## src/rtl/ripple_adder_unit_if.sv

```systemverilog
// Operand/result bundle for the registered ripple-carry adder.
// The master drives operands and observes the registered result.
interface ripple_adder_unit_if #(
  parameter int W = 5
);
  logic         in_valid;
  logic [W-1:0] a;
  logic [W-1:0] b;
  logic         cin;
  logic [W-1:0] sum;
  logic         cout;
  logic         out_valid;

  modport master (
    output in_valid, a, b, cin,
    input  sum, cout, out_valid
  );

  modport slave (
    input  in_valid, a, b, cin,
    output sum, cout, out_valid
  );
endinterface

```

## src/rtl/ripple_adder_unit.sv

```systemverilog
// Registered W-bit structural ripple-carry adder (FP16 exponent datapath).
// One register stage; the result is held while in_valid is low.

module half_adder_cell (
  input  logic x_i,
  input  logic y_i,
  output logic s_o,
  output logic c_o
);
  assign s_o = x_i ^ y_i;
  assign c_o = x_i & y_i;
endmodule

// Two half adders give s = x^y^ci and co = (x&y) | (ci & (x^y)).
module full_adder_cell (
  input  logic x_i,
  input  logic y_i,
  input  logic ci_i,
  output logic s_o,
  output logic co_o
);
  logic p, g, t;

  half_adder_cell u_ha0 (.x_i(x_i), .y_i(y_i),  .s_o(p),   .c_o(g));
  half_adder_cell u_ha1 (.x_i(p),   .y_i(ci_i), .s_o(s_o), .c_o(t));

  assign co_o = g | t;
endmodule

module ripple_adder_unit #(
  parameter int W = 5
) (
  input  logic                  clk,
  input  logic                  rst_n,
  ripple_adder_unit_if.slave    bus
);
  logic [W-1:0] s_w;
  logic [W:0]   c_w;

  logic [W-1:0] sum_q,  sum_d;
  logic         cout_q, cout_d;
  logic         vld_q,  vld_d;

  assign c_w[0] = bus.cin;

  // Each bit waits on the carry of the bit below: W carry stages end to end.
  for (genvar g = 0; g < W; g++) begin : g_bit
    full_adder_cell u_fa (
      .x_i (bus.a[g]),
      .y_i (bus.b[g]),
      .ci_i(c_w[g]),
      .s_o (s_w[g]),
      .co_o(c_w[g+1])
    );
  end

  // Operands are ignored when not valid, so X on idle inputs never reaches state.
  always_comb begin
    sum_d  = sum_q;
    cout_d = cout_q;
    vld_d  = bus.in_valid;
    if (bus.in_valid) begin
      sum_d  = s_w;
      cout_d = c_w[W];
    end
  end

  always_ff @(posedge clk or negedge rst_n) begin
    if (!rst_n) begin
      sum_q  <= '0;
      cout_q <= 1'b0;
      vld_q  <= 1'b0;
    end else begin
      sum_q  <= sum_d;
      cout_q <= cout_d;
      vld_q  <= vld_d;
    end
  end

  assign bus.sum       = sum_q;
  assign bus.cout      = cout_q;
  assign bus.out_valid = vld_q;
endmodule

```

## src/flat_wrapper.sv

```systemverilog
// flat-port wrapper written by rule: the top's interface ports become plain ports
module ripple_adder_unit_flat 
#(
  parameter int W = 5
)
  (clk, rst_n, bus_in_valid, bus_a, bus_b, bus_cin, bus_sum, bus_cout, bus_out_valid);
  ripple_adder_unit_if #(.W(W)) bus_i ();
  input  logic clk;
  input  logic rst_n;
  input wire logic [$bits(bus_i.in_valid)-1:0] bus_in_valid;
  input wire logic [$bits(bus_i.a)-1:0] bus_a;
  input wire logic [$bits(bus_i.b)-1:0] bus_b;
  input wire logic [$bits(bus_i.cin)-1:0] bus_cin;
  output wire logic [$bits(bus_i.sum)-1:0] bus_sum;
  output wire logic [$bits(bus_i.cout)-1:0] bus_cout;
  output wire logic [$bits(bus_i.out_valid)-1:0] bus_out_valid;
  assign bus_i.in_valid = bus_in_valid;
  assign bus_i.a = bus_a;
  assign bus_i.b = bus_b;
  assign bus_i.cin = bus_cin;
  assign bus_sum = bus_i.sum;
  assign bus_cout = bus_i.cout;
  assign bus_out_valid = bus_i.out_valid;
  ripple_adder_unit #(.W(W)) u_core (.clk(clk), .rst_n(rst_n), .bus(bus_i));
endmodule
```

## config.mk

```make
export PLATFORM = sky130hd
export DESIGN_NAME = ripple_adder_unit_flat
export DESIGN_NICKNAME = d
export VERILOG_FILES = /design/src/rtl/ripple_adder_unit_if.sv /design/src/rtl/ripple_adder_unit.sv /design/src/flat_wrapper.sv
export SDC_FILE = /design/constraint.sdc
export NUM_CORES = 1
export LEC_CHECK = 0
export ABC_AREA = 1
export CAP_MARGIN = 30
export CORE_AREA = 2 2 39 41
export CTS_CLUSTER_DIAMETER = 120
export CTS_CLUSTER_SIZE = 40
export DETAILED_ROUTE_END_ITERATION = 10
export DIE_AREA = 0 0 41 43
export PLACE_DENSITY = 0.69
export SETUP_SLACK_MARGIN = 0.2
export SYNTH_ARGS = -nofsm -noshare
export SYNTH_HDL_FRONTEND = slang
export SYNTH_SLANG_ARGS = --single-unit
```

## constraint.sdc

```tcl
create_clock -name clk -period 1.3 [get_ports clk]
set_input_delay 0.13 -clock clk [delete_from_list [all_inputs] [get_ports clk]]
set_output_delay 0.13 -clock clk [all_outputs]
set_load 0.05 [all_outputs]
```

==> impl_metrics.ini <==
[routing]
drtIter0Drc = 2
ant_nets = 0
drt-met1-wl_um = 287
dr_wl_met2_um = 473
wl_per_cell_um = 10.2
wl_met3_um = 51
highest_layer = met4
via_count = 331
finalWirelength_um = 830
drc_errors = 0
routed_via_density = 4.09
first_pass_iters = 2

[yosys]
synthMuxAreaShare_pct = 0
yosys.area_share.simple_pct = 17.6
syn_inst = 41
yosys.area.top_type = dfrtp_1
ys_top_cells_by_area = dfrtp_1 46%, fa_1 26%, nand2_1 18%
syn_nets = 60
yosys.area.top_type_share_pct = 45.6
synth_top_family_by_area = adder cells
synth-compound-area-share_pct = 0
synth-seq-cells = 7
yosysWarnings = 0
synth_seq_area_share_pct = 45.6
synth_xor_area_share_pct = 0
ys_types = 5
syn_area_um2 = 384
syn_area_per_cell_um2 = 9.37
synth-adder-area-share_pct = 26.1

[floorplanning]
fp.dieArea_mm2 = 0.00176
io_pins = 21
dieWidth_um = 41
die_h_um = 43
row_count = 14
core_mm2 = 0.00138
start_util_pct = 27.8

[global_route]
antenna_found_initial = 0
overflow = 0
grt_pass1_wl_mm = 1.48
grt_pass1_vias = 357
grt_use_total_pct = 13.0
grt_max_degree = 9

[timing]
period_minus_slack_ns = 1.98
setup_violations = 3
finClkSkew_ns = 0
holdWs_ns = 0.136
fmax_ghz = 0.506
min_period_over_period_pct = 152
worst_slack_ns = -0.677
worst_pin_slew_ns = 0.326
finalMaxSlewViolations = 0
slew-limit-headroom_pct = 78.2
hold_viol = 0
rsz0062_at_grt = true

[placement]
io_buffers = 20
dpl.hpwl_um = 715
place_area_um2 = 702
place_ws_ns = -1.45
gp_congestion = 0.681
dp.cells = 77

[cts]
cts.clk_slew.worst_paths_ns = 0.05
clkLatencyLatePin_ns = 0.25
cts_tree = yes
cts.sinks = 7
cts_made_buffers = 3
holdBufCountCts = 0
cts_max_path_buffers = 2
htreeDepth = 1
cts-root-buf = clkbuf_4

[final_layout]
nNetsFinal = 85
syn_to_final_growth_pct = 89.3
drive_gt1_share_pct = 35.4
layout.cells.most_common_list = 18 x nand2_1, 8 x clkdlybuf4s50_1, 7 x buf_12, 7 x dfrtp_1, 5 x inv_1
antenna_cells = 0
final_cell_count_no_fill = 81
fin_util_pct = 52.5
fin_area_um2 = 727
final_common_cell = nand2_1

[flow_run]
max-cap-violations = 0

[pwr]
powerDensity_mw_per_mm2 = 1210
peakVddDrop_v = 0.000465
leakagePower_nw = 0.364

[run_status]
violations = negative setup slack
status = complete, but fails checks

[worst_setup_path]
critPathMaxFanout = 1
worst_ep_arrival_time_ns = 2.17
crit_path_end_kind = flip-flop
start_kind = primary input
required_ns = 1.49
path_class = in -> reg

[worst_hold_path]
min_path_type = in -> async
==> routing by layer <==
metal | track usage [%] | up-vias
met1 | 13.6 | 154
li1 | - | 160
met2 | 20.6 | 15
met3 | 3.14 | 2
met5 | 0 | -
met4 | 10.0 | 0
==> worst max-delay path: stages <==
cell	delay, ns
buf_8	0.11
inv_12	0.04
fa_2	0.19
inv_2	0.04
fa_2	0.33
fa_2	0.35
fa_2	0.34
inv_2	0.06
fa_1	0.40
inv_1	0.06
nand2_1	0.05
nand2_1	0.07
==> cells by family (layout without fill, tap and decap cells) <==
family	count (synthesis)	count (layout)
adder cells (fa/ha/maj)	5	5
buffers and inverters	11	35
flip-flops	7	7
AND/OR/NAND/NOR	18	18
==> registers in the layout, summed over array words and instances (netlist names) <==
register and count:
u_core.bus.sum 5, u_core.bus.cout 1, u_core.bus.out_valid 1
==> final cells by class <==
cell class                      instances  area (um^2)
Fill cell                             129          657
Timing Repair Buffer                   20          269
Multi-Input combinational cell         23          178
Sequential cell                         7          175
Inverter                               11         58.8
Clock buffer                            4         26.3
Tap cell                               16         20.0
==> report_power, final <==
group	switching [mW]	leakage, nW	internal (mW)
Clock	0.0837	0.0150	0.117
Sequential	0.0363	0.0847	0.251
Combinational	0.195	0.264	0.194
Total	0.315	0.364	0.562
==> repair_timing <==
action | in CTS | in global routing
buffers inserted | 0 | 0
pin swaps | 6 | 6
gates cloned | 0 | 0
endpoints found under the setup margin | 6 | 5
gates resized for setup | 19 | 0
==> cells in the mapped netlist <==
master,instances
dfrtp_1,7
inv_2,1
fa_1,5
inv_1,10
nand2_1,18
==> path summary, 6_finish.rpt <==
path	cells after the start	slack [ns]	end	from
min in group clk	6	0.37	u_core.bus.sum[0]$_DFFE_PN0P_	bus_b[0]
min	1	0.14	u_core.bus.sum[2]$_DFFE_PN0P_	rst_n
max in group asynchronous	1	0.92	u_core.bus.sum[3]$_DFFE_PN0P_	rst_n
max reg2reg	2	0.65	u_core.bus.sum[3]$_DFFE_PN0P_	u_core.bus.sum[3]$_DFFE_PN0P_
min reg2reg	2	0.55	u_core.bus.sum[2]$_DFFE_PN0P_	u_core.bus.sum[2]$_DFFE_PN0P_
max	12	-0.68	u_core.bus.sum[4]$_DFFE_PN0P_	bus_cin
==> stage by stage <==
stage | total power [mW] | setup TNS, ns
floorplan | 0.456 | -1.70
global placement | 0.673 | -5.23
detailed placement | 0.688 | -5.54
CTS | 0.893 | -1.78
global route | 0.931 | -1.65
finish | 0.877 | -1.47
No activity file was read; power rests on OpenSTA's default activity.
